`src/rtl/img_marker_scan_pkg.sv`:
```
// Shared definitions for the image marker scanner.
// Holds the default image geometry, bus widths, the marker codes that
// define a start/end transition, and the scanner FSM state type.
package img_marker_scan_pkg;

  localparam int IMG_W   = 320;
  localparam int IMG_H   = 240;
  localparam int ADDR_W  = 17;
  localparam int PIX_W   = 3;
  localparam int SUM_W   = 20;
  localparam int COORD_W = 12;

  // A start marker is a PRE_S pixel immediately followed by START_CODE,
  // an end marker is PRE_E followed by END_CODE, both in raster order.
  localparam logic [PIX_W-1:0] PRE_S      = 3'd4;
  localparam logic [PIX_W-1:0] START_CODE = 3'd0;
  localparam logic [PIX_W-1:0] PRE_E      = 3'd0;
  localparam logic [PIX_W-1:0] END_CODE   = 3'd4;

  typedef enum logic [1:0] {
    IDLE  = 2'd0,
    SCAN  = 2'd1,
    DRAIN = 2'd2,
    FIN   = 2'd3
  } state_t;

endpackage

```
`src/rtl/img_marker_scan_raster_counter.sv`:
```
// Raster address generator.
// Produces a linear SRAM address together with the matching column and
// row, so pixel coordinates never need a divide.
// Ports:
//   clk, reset_n  clock, asynchronous active-low reset
//   clear         return to address 0 / column 0 / row 0
//   advance       step to the next pixel in raster order
//   addr          linear address of the current pixel
//   col, row      coordinates of the current pixel
//   last          current pixel is the final one of the image
module img_marker_scan_raster_counter #(
  parameter int IMG_W  = 320,
  parameter int IMG_H  = 240,
  parameter int ADDR_W = 17,
  parameter int COL_W  = 9,
  parameter int ROW_W  = 8
) (
  input  logic              clk,
  input  logic              reset_n,
  input  logic              clear,
  input  logic              advance,
  output logic [ADDR_W-1:0] addr,
  output logic [COL_W-1:0]  col,
  output logic [ROW_W-1:0]  row,
  output logic              last
);

  localparam logic [ADDR_W-1:0] LAST_ADDR = ADDR_W'(IMG_W * IMG_H - 1);
  localparam logic [COL_W-1:0]  LAST_COL  = COL_W'(IMG_W - 1);

  assign last = (addr == LAST_ADDR);

  // Stepping past the last pixel wraps the whole position back to the origin.
  always_ff @(posedge clk or negedge reset_n) begin
    if (!reset_n) begin
      addr <= '0;
      col  <= '0;
      row  <= '0;
    end else if (clear || (advance && last)) begin
      addr <= '0;
      col  <= '0;
      row  <= '0;
    end else if (advance) begin
      addr <= addr + 1'b1;
      if (col == LAST_COL) begin
        col <= '0;
        row <= row + 1'b1;
      end else begin
        col <= col + 1'b1;
      end
    end
  end

endmodule

```
`src/rtl/img_marker_scan.sv`:
```
// Image marker scanner.
// On each accepted start, reads every pixel of the image SRAM once in
// raster order, sums all pixel values and records the coordinates of the
// first start-marker and first end-marker transitions.
// Ports:
//   clk, reset_n           clock, asynchronous active-low reset
//   start                  scan request, honoured only when idle
//   sram_en, sram_addr     SRAM read request
//   pix_data               SRAM read data, one cycle after the address
//   busy                   scan in progress (through the done cycle)
//   done                   one-cycle pulse, results final
//   sum                    sum of all pixels
//   start_found/x/y        first start marker and its column/row
//   end_found/x/y          first end marker and its column/row
module img_marker_scan #(
  parameter int IMG_W = img_marker_scan_pkg::IMG_W,
  parameter int IMG_H = img_marker_scan_pkg::IMG_H
) (
  input  logic                                    clk,
  input  logic                                    reset_n,
  input  logic                                    start,
  output logic                                    sram_en,
  output logic [img_marker_scan_pkg::ADDR_W-1:0]  sram_addr,
  input  logic [img_marker_scan_pkg::PIX_W-1:0]   pix_data,
  output logic                                    busy,
  output logic                                    done,
  output logic [img_marker_scan_pkg::SUM_W-1:0]   sum,
  output logic                                    start_found,
  output logic [img_marker_scan_pkg::COORD_W-1:0] start_x,
  output logic [img_marker_scan_pkg::COORD_W-1:0] start_y,
  output logic                                    end_found,
  output logic [img_marker_scan_pkg::COORD_W-1:0] end_x,
  output logic [img_marker_scan_pkg::COORD_W-1:0] end_y
);

  import img_marker_scan_pkg::*;

  localparam int COL_W = $clog2(IMG_W);
  localparam int ROW_W = $clog2(IMG_H);

  state_t           state;
  logic             accept;
  logic             cnt_last;
  logic [COL_W-1:0] col;
  logic [ROW_W-1:0] row;
  logic [COL_W-1:0] dcol;
  logic [ROW_W-1:0] drow;
  logic             pv;
  logic [PIX_W-1:0] prev_pix;
  logic             prev_valid;
  logic             hit_start;
  logic             hit_end;

  // busy is still high during the done cycle, so a start arriving right
  // after done is dropped rather than accepted.
  assign accept = (state == IDLE) && start && !busy;

  assign hit_start = !start_found && prev_valid &&
                     (prev_pix == PRE_S) && (pix_data == START_CODE);
  assign hit_end   = !end_found && prev_valid &&
                     (prev_pix == PRE_E) && (pix_data == END_CODE);

  img_marker_scan_raster_counter #(
    .IMG_W  (IMG_W),
    .IMG_H  (IMG_H),
    .ADDR_W (ADDR_W),
    .COL_W  (COL_W),
    .ROW_W  (ROW_W)
  ) u_counter (
    .clk     (clk),
    .reset_n (reset_n),
    .clear   (accept),
    .advance (state == SCAN),
    .addr    (sram_addr),
    .col     (col),
    .row     (row),
    .last    (cnt_last)
  );

  // The position of each issued address is delayed one cycle (dcol/drow,
  // pv) so that it lines up with the pixel the SRAM returns for it.
  // prev_valid is cleared on acceptance so the first pixel of a scan can
  // never pair with the last pixel of the previous scan.
  always_ff @(posedge clk or negedge reset_n) begin
    if (!reset_n) begin
      state       <= IDLE;
      busy        <= 1'b0;
      done        <= 1'b0;
      sram_en     <= 1'b0;
      pv          <= 1'b0;
      dcol        <= '0;
      drow        <= '0;
      prev_pix    <= '0;
      prev_valid  <= 1'b0;
      sum         <= '0;
      start_found <= 1'b0;
      start_x     <= '0;
      start_y     <= '0;
      end_found   <= 1'b0;
      end_x       <= '0;
      end_y       <= '0;
    end else begin
      done <= 1'b0;
      pv   <= (state == SCAN);

      if (state == SCAN) begin
        dcol <= col;
        drow <= row;
      end

      if (pv) begin
        sum        <= sum + SUM_W'(pix_data);
        prev_pix   <= pix_data;
        prev_valid <= 1'b1;
        if (hit_start) begin
          start_found <= 1'b1;
          start_x     <= COORD_W'(dcol);
          start_y     <= COORD_W'(drow);
        end
        if (hit_end) begin
          end_found <= 1'b1;
          end_x     <= COORD_W'(dcol);
          end_y     <= COORD_W'(drow);
        end
      end

      case (state)
        IDLE: begin
          if (accept) begin
            busy        <= 1'b1;
            sram_en     <= 1'b1;
            sum         <= '0;
            prev_valid  <= 1'b0;
            start_found <= 1'b0;
            start_x     <= '0;
            start_y     <= '0;
            end_found   <= 1'b0;
            end_x       <= '0;
            end_y       <= '0;
            state       <= SCAN;
          end else begin
            busy <= 1'b0;
          end
        end
        SCAN: begin
          if (cnt_last) begin
            sram_en <= 1'b0;
            state   <= DRAIN;
          end
        end
        DRAIN: begin
          state <= FIN;
        end
        FIN: begin
          done  <= 1'b1;
          state <= IDLE;
        end
        default: begin
          state <= IDLE;
        end
      endcase
    end
  end

endmodule

```
`config.mk`:
```
export PLATFORM = sky130hd
export DESIGN_NAME = img_marker_scan
export DESIGN_NICKNAME = d
export VERILOG_FILES = /design/src/rtl/img_marker_scan_pkg.sv /design/src/rtl/img_marker_scan_raster_counter.sv /design/src/rtl/img_marker_scan.sv
export SDC_FILE = /design/constraint.sdc
export NUM_CORES = 1
export LEC_CHECK = 0
export ABC_AREA = 1
export BUFFER_PORTS_ARGS = -buffer_cell sky130_fd_sc_hd__buf_2
export CAP_MARGIN = 20
export CELL_PAD_IN_SITES_DETAIL_PLACEMENT = 2
export CELL_PAD_IN_SITES_GLOBAL_PLACEMENT = 2
export CORE_ASPECT_RATIO = 1.5
export CORE_MARGIN = 2
export CORE_UTILIZATION = 33
export CTS_BUF_LIST = sky130_fd_sc_hd__clkbuf_16
export DETAILED_ROUTE_END_ITERATION = 7
export GPL_ROUTABILITY_DRIVEN = 0
export GPL_TIMING_DRIVEN = 1
export PLACE_DENSITY = 0.88
export SETUP_SLACK_MARGIN = 0.5
export SYNTH_ARGS = -nofsm -noshare
export SYNTH_HDL_FRONTEND = slang
export SYNTH_HIERARCHICAL = 1
export SYNTH_SLANG_ARGS = --single-unit
```
`constraint.sdc`:
```
create_clock -name clk -period 2.5 [get_ports clk]
set_input_delay 0.25 -clock clk [delete_from_list [all_inputs] [get_ports clk]]
set_output_delay 0.25 -clock clk [all_outputs]
set_load 0.005 [all_outputs]
```
# Word-level counts from Yosys, hierarchy flattened
# Cells that the tools add are included.
word_totals:
  latchBits: 0
  elab_cells: 100
  romBits: 0
  inputBits: 6
  ram_bits: 0
  out_inout_bits: 90
  mem_count: 0
  regBits: 131
op_classes:
  n_lt_le_gt_ge: 0
  n_mul: 0
  bitwise_logic: 0
  eq_ne: 9
  reduce_logical: 22
  addsub: 4
  muxes: 46
  n_div: 0
  shifts: 0
op_table:
  columns: ["cell", "count"]
  rows:
  - ["$mux W12", 16]
  - ["$mux W20", 3]
  - ["$mux W17", 2]
  - ["$mux W9", 3]
  - ["$mux W8", 3]
  - ["$add A20 B3 Y20", 1]
  - ["$add A17 B1 Y17 const B", 1]
  - ["$eq A17 B17 Y1 const B", 1]
  - ["$mux W1", 15]
  - ["$add A9 B1 Y9 const B", 1]
  - ["$eq A9 B9 Y1 const B", 1]
  - ["$logic_and A1 B1 Y1", 9]
  - ["$add A8 B1 Y8 const B", 1]
  - ["$pmux W2 S4", 1]
  - ["$eq A3 B3 Y1 const B", 2]
  - ["$logic_not A3 Y1", 2]
  - ["$reduce_bool A2 Y1", 3]
  - ["$eq A2 B2 Y1 const B", 2]
  - ["$mux W2", 2]
  - ["$reduce_and A2 Y1", 2]
  - ["$logic_not A1 Y1", 3]
  - ["$reduce_and A3 Y1", 1]
  - ["$eq A2 B1 Y1 const B", 1]
  - ["$logic_not A2 Y1", 1]
  - ["other kinds (4)", 4]

# Depth between registers and ports, before layout
logic_depth:
  word_depth: 8
  ltp_mapped: 13
  ltp_nobuf: 11

# By module
# Netlist, hierarchy kept.
modules_own_cells:
  columns: ["mod", "area_per_inst_um2", "cells_per_inst", "instances", "seq_area_each_um2"]
  rows:
  - ["img_marker_scan", 4229.1, 498, 1, 2427.3]
  - ["img_marker_scan_raster_counter", 2043.2, 273, 1, 850.8]

# Worst setup path before layout
# OpenSTA, ideal clock, no wires.
synth_timing:
  path_kind: "reg-to-reg"
  from: "register state[0]"
  to: "register u_counter.addr[13]"
  path_stages_with_launch: 14
  setup_time_ps: 117
  required_time_ps: 2383
  path_slack_ps: 527
  period_less_slack_ps: 1973
  arrival_ps: 1856
  path_buffers: 2
  cell_sequence: "dfrtp_1 inv_1 ha_1 nand2_2 nor2_4 buf_2 nor2_2 inv_2 buf_2 nand2_1 nor2_1 nand3b_1 nand2_1 nor2_1"
synth_via:
  elab_chain_len: 5
  elab_cells_between_ends: 8
  classes_between: "1 x eq/ne; 1 x mux; 6 x reduce/logical"
synth_rtl:
  columns: ["item", "line_no", "source"]
  rows:
  - ["start, declared", "img_marker_scan.sv:41", "state_t state;"]
  - ["start signal, assigned", "img_marker_scan.sv:86", "state <= IDLE;"]
  - ["start signal, assigned", "img_marker_scan.sv:140", "state <= SCAN;"]
  - ["start signal, assigned", "img_marker_scan.sv:148", "state <= DRAIN;"]
  - ["$logic_not A2 Y1 (*)", "img_marker_scan.sv:56", "assign accept = (state == IDLE) && start && !busy;"]
  - ["$logic_and A1 B1 Y1 (*) (2 in series)", "img_marker_scan.sv:56", null]
  - ["named net accept", "img_marker_scan.sv:42", "logic accept;"]
  - ["$logic_or A1 B1 Y1 (*)", "img_marker_scan_raster_counter.sv:39", "end else if (clear || (advance && last)) begin"]
  - ["$mux W17 or $reduce_bool A2 Y1 (tied branches)", null, null]
  - ["end signal, assigned", "img_marker_scan_raster_counter.sv:44", "addr <= addr + 1'b1;"]
  - ["end, declared", "img_marker_scan_raster_counter.sv:22", "output logic [ADDR_W-1:0] addr,"]
# The timed path passes the listed nets; every way through them passes the cells marked *.
# A chain may end at the register's enable or synchronous reset.

# Final worst setup path
layout_timing:
  from: "register state[1]"
  to: "register u_counter.addr[10]"
layout_via:
  elab_chain_len: 5
  elab_cells_between_ends: 8
  classes_between: "1 x eq/ne; 1 x mux; 6 x reduce/logical"
layout_rtl:
  columns: ["item", "line_no"]
  rows:
  - ["$logic_not A2 Y1", "img_marker_scan.sv:56"]
  - ["$logic_and A1 B1 Y1 (2 in series)", "img_marker_scan.sv:56"]
  - ["$logic_or A1 B1 Y1", "img_marker_scan_raster_counter.sv:39"]
  - ["$mux W17 or $reduce_bool A2 Y1 (tied branches)", null]
# Several ways; a longest one is shown, not always the timed one.

==> results.json <==
{
  "status": "finished clean",
  "crit_chain": "inv_2, ha_4, nand2_4, nor2_4, nor2_4, buf_6, nor3_4, buf_4, xnor2_1, nor2_2",
  "synthMuxAreaShare_pct": 0,
  "path_max_fanout": 8,
  "clock_latency_ps": 430,
  "synth_compound_area_share_pct": 5.80,
  "cts_made_buffers": 17,
  "cp.required_ps": 2820,
  "crit_path_start_kind": "flip-flop",
  "avgSynthCellArea_sq_um": 8.14,
  "grt_usage_pct": 23.0,
  "cpLargestDelayFamily": "simple AND/OR/NAND/NOR gates",
  "r2r_start": "state[1]$_DFFE_PN0P_",
  "rsz0062_at_grt": "true",
  "maxCapViolations": 0,
  "grt-ovfl-total": 0,
  "synthSimpleGateAreaFrac_pct": 30.8,
  "clockBufferDepth": 2,
  "dp_hpwl_um": 14600,
  "crit_slowest_cell": "dfrtp_1",
  "vias": 5784,
  "worstPathBufferInverterCount": 3,
  "slew_headroom_pct": 57.6,
  "synth_top_family_by_area": "simple AND/OR/NAND/NOR gates",
  "p_per_area_nw_per_um2": 1010,
  "clock.fmax_ghz": 0.508,
  "ys_types": 37,
  "diodes": 0,
  "firstDrtPassIters": 4,
  "start_util_pct": 33.7,
  "worst_ir_drop_vdd_mv": 0.442,
  "clock_skew_ps": 14.2,
  "fin_area_sq_um": 7710,
  "mappedNetlistArea_sq_um": 6270,
  "synth-xor-area-share_pct": 2.37,
  "clk_pin_slew_ps": 60,
  "synthCells": 771,
  "crit_type": "flip-flop to flip-flop",
  "grt_pass1_wl_um": 35500,
  "port-buffer-count": 95,
  "grt_max_degree": 65,
  "cpMostUsedCell": "nor2_4",
  "setup_tns_ps": 0,
  "ant_nets": 0,
  "drt_iter0_markers": 334,
  "arrival_ps": 2280,
  "grt_pass1_vias": 6500,
  "setup_viol": 0,
  "clock-sinks": 131,
  "power_leakage_nw": 4.10,
  "dpl_cell_area_sq_um": 7000,
  "antenna_found_initial": 0,
  "cts_tree": "done",
  "layout_commonest_cell": "nand2_1",
  "worstMarginPinSlew_ps": 636,
  "dieArea_sq_um": 20100,
  "syn2layout_area_growth_pct": 23.0,
  "hold_start": "pix_data[0]",
  "route.detailed.drc": 0,
  "drive_above_1_share_pct": 20.4,
  "die_h_um": 173,
  "yosys.area_share.adder_pct": 2.31,
  "yosysSeqAreaShare_pct": 52.3,
  "fin_nets": 896,
  "hp-class": "input pin to flip-flop",
  "final_cell_mix": "nand2_1 (193), nor2_1 (172), dfrtp_1 (131)",
  "h-tree-depth": 4,
  "cp_slowest_stage_delay_ps": 420,
  "report.final.hold_viol_count": 0,
  "die_x_um": 117,
  "synth-seq-cells": 131,
  "fp-row-count": 61,
  "syn_nets": 788,
  "boundaryPins": 96,
  "maxSlewViolCount": 0,
  "synth_edf_count": 0,
  "routed_wl_um": 22700,
  "fin_crit_sh_pct": 78.7,
  "core_area_sq_um": 18600,
  "ys.flop_type": "dfrtp_1",
  "cp-startpoint": "state[1]$_DFFE_PN0P_",
  "end_kind": "flip-flop",
  "synthArstFlopShare_pct": 100,
  "fin_crit_ps": 1970,
  "avgRoutedWirePerCell_um": 19.9,
  "clk_root_buffer_cell": "clkbuf_16",
  "ys_warn_count": 6,
  "via_per_inst": 5.06
}
[final cells by class]
cell class | count | area (sq um)
clock buffer | 17 | 425
clock inverter | 15 | 141
fill | 2154 | 10900
inverter | 66 | 263
multi-input combinational | 550 | 2640
sequential | 131 | 3280
tap | 252 | 315
timing repair buffer | 113 | 647
[logic make-up after synthesis]
group                    after synthesis
XOR/XNOR                              17
AO/OA/AOI/OAI                         66
AND/OR/NAND/NOR                      456
buffers and inverters                 90
flip-flops                           131
adder cells (fa/ha/maj)               11
[path summary, 6_finish.rpt]
path / slack [ps] / to / depth (start not counted)
max: 530 / u_counter/addr[10]$_DFFE_PN0P_ / 10
min: 150 / prev_pix[0]$_DFFE_PN0P_ / 3
max reg2reg: 530 / u_counter/addr[10]$_DFFE_PN0P_ / 10
min reg2reg: 510 / start_x[11]$_DFF_PN0_ / 2
max in group asynchronous: 1320 / drow[0]$_DFFE_PN0P_ / 3
min in group asynchronous: 390 / sum[2]$_DFF_PN0_ / 2
[power breakdown]
part,switching (W),internal [W]
clock network,0.00101,0.00145
logic,0.00151,0.000818
registers,0.000439,0.00253
[sequential cells by signal, summed over array words and instances (netlist names), 2 cells and up]
name / flops
drow: 8
state: 2
u_counter/addr: 17
start_y: 12
u_counter/col: 9
u_counter/row: 8
sum: 20
end_y: 12
end_x: 12
prev_pix: 3
dcol: 9
start_x: 12
[stage by stage]
| stage | total power (W) | utilization [%] | instances | worst slack, ps | hold slack [ps] |
|---|---|---|---|---|---|
| floorplan | 0.00418 | - | 771 | 527 | -45.6 |
| global placement | 0.00486 | 37.6 | 1104 | 500 | 298 |
| detailed placement | 0.00503 | 37.6 | 1104 | 387 | 292 |
| CTS | 0.00765 | 40.8 | 1137 | 486 | 121 |
| global route | 0.00821 | 41.4 | 1144 | 446 | 162 |
| finish | 0.00776 | 41.4 | 1144 | 533 | 148 |
[routing by layer]
layer / global-route usage (%) / routed length (um) / vias up
li1: - / - / 2632
met1: 23.9 / 8250 / 2946
met2: 43.6 / 13000 / 149
met3: 3.86 / 690 / 57
met4: 10.5 / 792 / 0
met5: 0 / 0 / -
[Yosys cell counts (10+ instances only)]
master / count / share of area [%]
nand2_1: 193 / 12
nor2_1: 174 / 10
dfrtp_1: 131 / 52
inv_1: 55 / 3.3
o21ai_0: 32 / 2.6
nand3_1: 28 / 2.2
nand4_1: 18 / 1.8
o21ai_1: 18 / 1.4
xor2_1: 12 / 1.7
a21oi_1: 11 / 0.88
buf_2: 11 / 0.88
ha_1: 10 / 2.0
nor3_1: 10 / 0.80
[worst register-to-register path: stages (launching register included)]
cell     delay, ps
dfrtp_1        420
inv_2          120
ha_4           170
nand2_4         70
nor2_4         170
nor2_4         100
buf_6          140
nor3_4         310
buf_4          170
xnor2_1        130
nor2_2          40
[repair_timing]
item | 4_1_cts | 5_1_grt
hold buffers | 1 | 0
endpoints found under the hold margin | 61 | 0
buffers inserted | 0 | 7
cloned | 0 | 0
setup endpoints to repair | 76 | 40
pin swaps | 1 | 6
gates resized for setup | 6 | 16
Power figures use the tool's default switching activity.
